File: config.mk
export PLATFORM = sky130hd
export DESIGN_NAME = sync_fifo_param_flat
export DESIGN_NICKNAME = d
export VERILOG_FILES = /design/src/rtl/sync_fifo_param_if.sv /design/src/rtl/sync_fifo_param.sv /design/src/flat_wrapper.sv
export SDC_FILE = /design/constraint.sdc
export NUM_CORES = 1
export LEC_CHECK = 0
export CAP_MARGIN = 20
export CORE_MARGIN = 2
export CORE_UTILIZATION = 60
export CTS_BUF_LIST = sky130_fd_sc_hd__clkbuf_16
export CTS_CLUSTER_DIAMETER = 200
export DETAILED_ROUTE_END_ITERATION = 6
export GPL_ROUTABILITY_DRIVEN = 0
export PLACE_DENSITY = 0.8
export SLEW_MARGIN = 20
export SYNTH_ARGS = -nofsm -noshare
export SYNTH_HDL_FRONTEND = slang
export SYNTH_SLANG_ARGS = --single-unit
File: constraint.sdc
create_clock -name clk -period 8.1 [get_ports clk]
set_input_delay 2.025 -clock clk [delete_from_list [all_inputs] [get_ports clk]]
set_output_delay 2.025 -clock clk [all_outputs]
set_load 0.02 [all_outputs]
File: src/rtl/sync_fifo_param_if.sv
// Handshake/status bundle for sync_fifo_param.
// master: producer/consumer side; slave: the FIFO itself.
interface sync_fifo_param_if #(
    parameter int unsigned DATA_WIDTH = 8,
    parameter int unsigned ADDR_WIDTH = 4
);
    logic                  flush;
    logic                  wr_en;
    logic [DATA_WIDTH-1:0] wr_data;
    logic                  rd_en;
    logic [DATA_WIDTH-1:0] rd_data;
    logic                  rd_valid;
    logic                  full;
    logic                  empty;
    logic                  almost_full;
    logic                  almost_empty;
    logic [ADDR_WIDTH:0]   count;
    logic                  overflow;
    logic                  underflow;
    logic                  clr_err;

    modport master (
        output flush, wr_en, wr_data, rd_en, clr_err,
        input  rd_data, rd_valid, full, empty, almost_full, almost_empty, count,
               overflow, underflow
    );

    modport slave (
        input  flush, wr_en, wr_data, rd_en, clr_err,
        output rd_data, rd_valid, full, empty, almost_full, almost_empty, count,
               overflow, underflow
    );
endinterface

File: src/rtl/sync_fifo_param.sv
// Parametrised single-clock FIFO with occupancy count, almost-full/empty thresholds,
// sticky overflow/underflow flags and synchronous flush.
// Define SYNC_FIFO_FWFT_EN to build it as first-word-fall-through; otherwise reads
// are registered with one cycle of latency.
module sync_fifo_param #(
    parameter int unsigned DATA_WIDTH = 8,
    parameter int unsigned DEPTH      = 16,
    parameter int unsigned ADDR_WIDTH = 4,
    parameter int unsigned AF_LEVEL   = DEPTH - 2,
    parameter int unsigned AE_LEVEL   = 2
) (
    input logic              clk,
    input logic              reset_n,
    sync_fifo_param_if.slave bus
);
    localparam int unsigned     PtrW    = ADDR_WIDTH + 1;
    localparam logic [PtrW-1:0] PtrOne  = PtrW'(1);
    localparam logic [PtrW-1:0] AfLevel = PtrW'(AF_LEVEL);
    localparam logic [PtrW-1:0] AeLevel = PtrW'(AE_LEVEL);

    logic [DATA_WIDTH-1:0] mem_q [DEPTH];
    logic [PtrW-1:0]       wr_ptr_q, wr_ptr_d;
    logic [PtrW-1:0]       rd_ptr_q, rd_ptr_d;
    logic [PtrW-1:0]       count;
    logic [ADDR_WIDTH-1:0] wr_idx, rd_idx;
    logic                  full, empty;
    logic                  wr_accept, rd_accept;
    logic                  overflow_q, overflow_d;
    logic                  underflow_q, underflow_d;

    // Wrap bit in the pointer MSB distinguishes full from empty when indices match
    assign wr_idx = wr_ptr_q[ADDR_WIDTH-1:0];
    assign rd_idx = rd_ptr_q[ADDR_WIDTH-1:0];
    assign full   = (wr_ptr_q[ADDR_WIDTH] != rd_ptr_q[ADDR_WIDTH]) && (wr_idx == rd_idx);
    assign empty  = (wr_ptr_q == rd_ptr_q);
    assign count  = wr_ptr_q - rd_ptr_q;

    // Accept decisions, pointer and sticky error next-state; flush masks all traffic
    always_comb begin
        rd_accept   = bus.rd_en && !empty && !bus.flush;
        // A write into a full FIFO still fits if a read frees a slot on the same edge
        wr_accept   = bus.wr_en && (!full || rd_accept) && !bus.flush;
        wr_ptr_d    = wr_ptr_q;
        rd_ptr_d    = rd_ptr_q;
        if (bus.flush) begin
            wr_ptr_d = '0;
            rd_ptr_d = '0;
        end else begin
            if (wr_accept) wr_ptr_d = wr_ptr_q + PtrOne;
            if (rd_accept) rd_ptr_d = rd_ptr_q + PtrOne;
        end
        // Set wins over clear when both happen on the same edge
        overflow_d  = (overflow_q && !bus.clr_err) || (bus.wr_en && !wr_accept && !bus.flush);
        underflow_d = (underflow_q && !bus.clr_err) || (bus.rd_en && empty && !bus.flush);
    end

    // Pointer and error flag registers
    always_ff @(posedge clk or negedge reset_n) begin
        if (!reset_n) begin
            wr_ptr_q    <= '0;
            rd_ptr_q    <= '0;
            overflow_q  <= 1'b0;
            underflow_q <= 1'b0;
        end else begin
            wr_ptr_q    <= wr_ptr_d;
            rd_ptr_q    <= rd_ptr_d;
            overflow_q  <= overflow_d;
            underflow_q <= underflow_d;
        end
    end

    // Storage array; contents need no reset since empty pointers hide them
    always_ff @(posedge clk) begin
        if (wr_accept) mem_q[wr_idx] <= bus.wr_data;
    end

`ifdef SYNC_FIFO_FWFT_EN
    // Head word is presented straight from storage while anything is queued
    assign bus.rd_data  = empty ? '0 : mem_q[rd_idx];
    assign bus.rd_valid = !empty;
`else
    logic [DATA_WIDTH-1:0] rd_data_q;
    logic                  rd_valid_q;

    // Registered read port: one-cycle valid pulse per accepted read, data holds otherwise
    always_ff @(posedge clk or negedge reset_n) begin
        if (!reset_n) begin
            rd_data_q  <= '0;
            rd_valid_q <= 1'b0;
        end else if (bus.flush) begin
            rd_valid_q <= 1'b0;
        end else begin
            rd_valid_q <= rd_accept;
            if (rd_accept) rd_data_q <= mem_q[rd_idx];
        end
    end

    assign bus.rd_data  = rd_data_q;
    assign bus.rd_valid = rd_valid_q;
`endif

    assign bus.full         = full;
    assign bus.empty        = empty;
    assign bus.count        = count;
    assign bus.almost_full  = (count >= AfLevel);
    assign bus.almost_empty = (count <= AeLevel);
    assign bus.overflow     = overflow_q;
    assign bus.underflow    = underflow_q;
endmodule

File: src/flat_wrapper.sv
// flat-port wrapper written by rule: the top's interface ports become plain ports
module sync_fifo_param_flat 
#(
    parameter int unsigned DATA_WIDTH = 8,
    parameter int unsigned DEPTH      = 16,
    parameter int unsigned ADDR_WIDTH = 4,
    parameter int unsigned AF_LEVEL   = DEPTH - 2,
    parameter int unsigned AE_LEVEL   = 2
)
  (clk, reset_n, bus_flush, bus_wr_en, bus_wr_data, bus_rd_en, bus_clr_err, bus_rd_data, bus_rd_valid, bus_full, bus_empty, bus_almost_full, bus_almost_empty, bus_count, bus_overflow, bus_underflow);
  sync_fifo_param_if #(.DATA_WIDTH(DATA_WIDTH), .ADDR_WIDTH(ADDR_WIDTH)) bus_i ();
  input logic clk;
  input logic reset_n;
  input wire logic [$bits(bus_i.flush)-1:0] bus_flush;
  input wire logic [$bits(bus_i.wr_en)-1:0] bus_wr_en;
  input wire logic [$bits(bus_i.wr_data)-1:0] bus_wr_data;
  input wire logic [$bits(bus_i.rd_en)-1:0] bus_rd_en;
  input wire logic [$bits(bus_i.clr_err)-1:0] bus_clr_err;
  output wire logic [$bits(bus_i.rd_data)-1:0] bus_rd_data;
  output wire logic [$bits(bus_i.rd_valid)-1:0] bus_rd_valid;
  output wire logic [$bits(bus_i.full)-1:0] bus_full;
  output wire logic [$bits(bus_i.empty)-1:0] bus_empty;
  output wire logic [$bits(bus_i.almost_full)-1:0] bus_almost_full;
  output wire logic [$bits(bus_i.almost_empty)-1:0] bus_almost_empty;
  output wire logic [$bits(bus_i.count)-1:0] bus_count;
  output wire logic [$bits(bus_i.overflow)-1:0] bus_overflow;
  output wire logic [$bits(bus_i.underflow)-1:0] bus_underflow;
  assign bus_i.flush = bus_flush;
  assign bus_i.wr_en = bus_wr_en;
  assign bus_i.wr_data = bus_wr_data;
  assign bus_i.rd_en = bus_rd_en;
  assign bus_i.clr_err = bus_clr_err;
  assign bus_rd_data = bus_i.rd_data;
  assign bus_rd_valid = bus_i.rd_valid;
  assign bus_full = bus_i.full;
  assign bus_empty = bus_i.empty;
  assign bus_almost_full = bus_i.almost_full;
  assign bus_almost_empty = bus_i.almost_empty;
  assign bus_count = bus_i.count;
  assign bus_overflow = bus_i.overflow;
  assign bus_underflow = bus_i.underflow;
  sync_fifo_param #(.DATA_WIDTH(DATA_WIDTH), .DEPTH(DEPTH), .ADDR_WIDTH(ADDR_WIDTH), .AF_LEVEL(AF_LEVEL), .AE_LEVEL(AE_LEVEL)) u_core (.clk(clk), .reset_n(reset_n), .bus(bus_i));
endmodule
==> results.yml <==
timing:
  hold_ws_ps: 509
  setup_viol_count_final: 0
  worst_slew_pin_slew_ps: 960
  setup_ws_ps: 3070
  skew_ps: 7.96
  relSlewSlack_pct: 35.7
  slew_violations: 0
  period_share_pct: 62.1
  period_needed_ps: 5030
  rsz0062_at_grt: "no"
  finalHoldViolCount: 0
  max_freq_ghz: 0.199
  fin_tns_setup_ps: 0
route:
  drc: 0
  drtAntennaViolNets: 0
  routed_wl_um: 11700
  dr.first_iter.drc_count: 213
  top_layer: "met4"
  met1Wirelength_um: 4690
  vias: 3153
  wire_per_inst_um: 22.8
  avgViaCountPerCell: 6.11
  first_pass_iters: 6
  dr_wl_met3_um: 767
  wl_met2_um: 5980
final_layout:
  finalNonFillerCells: 516
  diodes: 0
  syn_to_final_growth_pct: 17.4
  drive_gt1_share_pct: 21.1
  fin_util_pct: 72.9
  nets: 394
placed_design:
  dp_hpwl_um: 7170
  dp_cells: 484
  portBuffers: 33
  preCtsSetupSlack_ps: 3530
floorplanning:
  start_util_pct: 62.1
  die_h_um: 105
  ioPinCount: 34
  die_area_sq_um: 11000
  die_w_um: 105
  coreArea_sq_um: 9820
  rows: 36
pwr:
  p_int_mw: 1.50
  irDropWorstVdd_uv: 167
  p_leak_nw: 2.51
  sw_frac_of_total_pct: 26.2
  combPwrFrac_pct: 17.5
  power_density_nw_per_um2: 283
  p_switching_mw: 0.531
  p_seq_share_pct: 43.6
  pwr-share-clk_pct: 38.9
critical_path:
  r2r_slack_ps: 5040
  rr_worst_depth: 7
  cp.arrival_ps: 3000
  crit_path_end_kind: "primary output"
  r2r-end: "u_core.mem_q[7][7]"
  worstReg2RegStart: "u_core.rd_ptr_q[3]"
  start_kind: "flop"
  path_class: "flop to primary output"
  crit_required_ps: 6080
  cp_max_fo: 18
min_path:
  holdPathStages: 1
  holdPathEnd: "u_core.bus.overflow"
  min-delay-start: "u_core.bus.overflow"
  hp-class: "flop to flop"
cts:
  postCtsHoldBufs: 0
  cts_sinks: 149
  cts_setup_buffers: 0
  htreeDepth: 4
  numCtsBuffers: 17
  clock_latency_ps: 410
  cts_buffer_depth: 2
  clk_pin_slew_ps: 60
  cts_resized: 0
  cts_tree: "done"
  root_buffer: "clkbuf_16"
synthesis:
  seq_area_frac_synth_pct: 71.7
  synth-edff-count: 128
  yosys_warnings: 0
  syn-num-nets: 348
  syn_avg_cell_area_sq_um: 18.8
  yosysUniqueCellTypes: 45
  async_reset_ff_share_pct: 14.1
  synth_cells: 324
  ys_ff_latch: 149
  synth_flop_cell: "edfxtp_1"
  synth_area_sq_um: 6100
global_routing:
  grt_pass1_vias: 3301
  grt_remaining_overflow: 0
  grt_pass1_wl_um: 18400
  grt_max_degree: 37
  grtUsageTotal_pct: 23.2
  antenna_found_initial: 0
run_status:
  outcome: "finished, final reports clean"
run:
  cap_violations: 0
[cell type report]
class	instances	area (sq um)
sequential	149	4370
fill	597	2660
multi-input combinational	153	1620
clock buffer	17	425
timing repair buffer	39	370
clock inverter	15	171
tap	133	166
inverter	10	37.5
[registers in the layout, summed over array words and instances, names as in the netlist]
name and count:
u_core.bus.rd_data 8, u_core.rd_ptr_q 5, u_core.bus.overflow 1, u_core.mem_q 128
u_core.bus.underflow 1, u_core.wr_ptr_q 5, u_core.bus.rd_valid 1
[synthesized netlist by cell type (2+ instances only)]
library cell	instances	area (sq um)
mux2i_1	18	180
or3_1	4	25.0
inv_1	8	30.0
a21oi_1	4	20.0
a21o_1	2	15.0
o221ai_1	8	70.1
mux4_2	32	721
nand2_1	14	52.6
o21ai_0	4	20.0
nor2_1	21	78.8
buf_2	3	15.0
ha_1	9	113
nor3_1	4	20.0
xnor2_1	3	26.3
nand3_1	2	10.0
inv_2	2	7.51
buf_4	3	22.5
clkbuf_1	3	11.3
xor2_1	4	35.0
nand2b_1	2	12.5
edfxtp_1	128	3840
dfrtp_1	21	526
nor2b_1	2	12.5
nand2_2	2	12.5
[worst max-delay path by stage]
stage,startpoint,endpoint,slack (ps)
6_report,u_core.rd_ptr_q[2],bus_almost_empty,3070
4_1_cts,u_core.rd_ptr_q[2],bus_almost_empty,3070
3_5_place_dp,u_core.rd_ptr_q[2],bus_almost_empty,3530
3_3_place_gp,u_core.rd_ptr_q[2],bus_almost_empty,3560
5_1_grt,u_core.rd_ptr_q[2],bus_almost_empty,2960
2_1_floorplan,u_core.rd_ptr_q[2],bus_almost_empty,3800
[through the flow]
| step | cell area [sq um] | total power, mW |
|---|---|---|
| final | 7160 | 2.03 |
| after global routing | 7160 | 2.10 |
| after CTS | 7160 | 2.04 |
| after detailed placement | 6570 | 1.25 |
| after global placement | 6570 | 1.25 |
| after floorplan | 6100 | 1.12 |
[power groups by stage]
stage | combinational (mW) | sequential [mW] | clock [mW]
CTS | 0.358 | 0.883 | 0.796
global route | 0.378 | 0.886 | 0.834
finish | 0.355 | 0.884 | 0.789
floorplan | 0.194 | 0.924 | 0
detailed placement | 0.356 | 0.899 | 0
global placement | 0.347 | 0.899 | 0
[cells in the final DEF, fill, tap and decap left out, types with 3 or more instances in the layout]
master           instances
mux4_2                  32
clkbuf_16               17
ha_1                     9
nand2_1                 14
o221ai_1                 8
dfrtp_1                 20
o21ai_0                  4
inv_8                    3
nor2_1                  21
inv_6                    3
xnor2_1                  3
buf_4                    6
clkdlybuf4s50_1         32
xor2_1                   4
clkinv_4                 3
nor3_1                   4
or3_1                    4
inv_1                    8
a21oi_1                  4
mux2i_1                 18
edfxtp_1               128
[critical path, cell delays in order (launching register included)]
cell and delay [ps]:
dfrtp_1 420, inv_2 430, ha_1 390, o21a_1 140
or3_1 340, a211oi_1 240, clkdlybuf4s50_1 640
[cells by family (layout without fill, tap and decap cells)]
group	after synthesis	count (layout)	synth area share, %
flops	149	149	71.7
compound gates	30	30	3.90
xor+xnor	9	9	1.54
simple gates	54	54	4.13
fa+ha+maj	10	10	2.18
buf+inv	22	81	1.81
mux	50	50	14.8
[metal layers]
metal  global-route usage [%]  up-vias
met3                     6.74       21
met1                     30.0     1612
met4                     9.71        0
met5                        0        -
li1                         -     1388
met2                     37.3      132
Power figures use the tool's default switching activity.
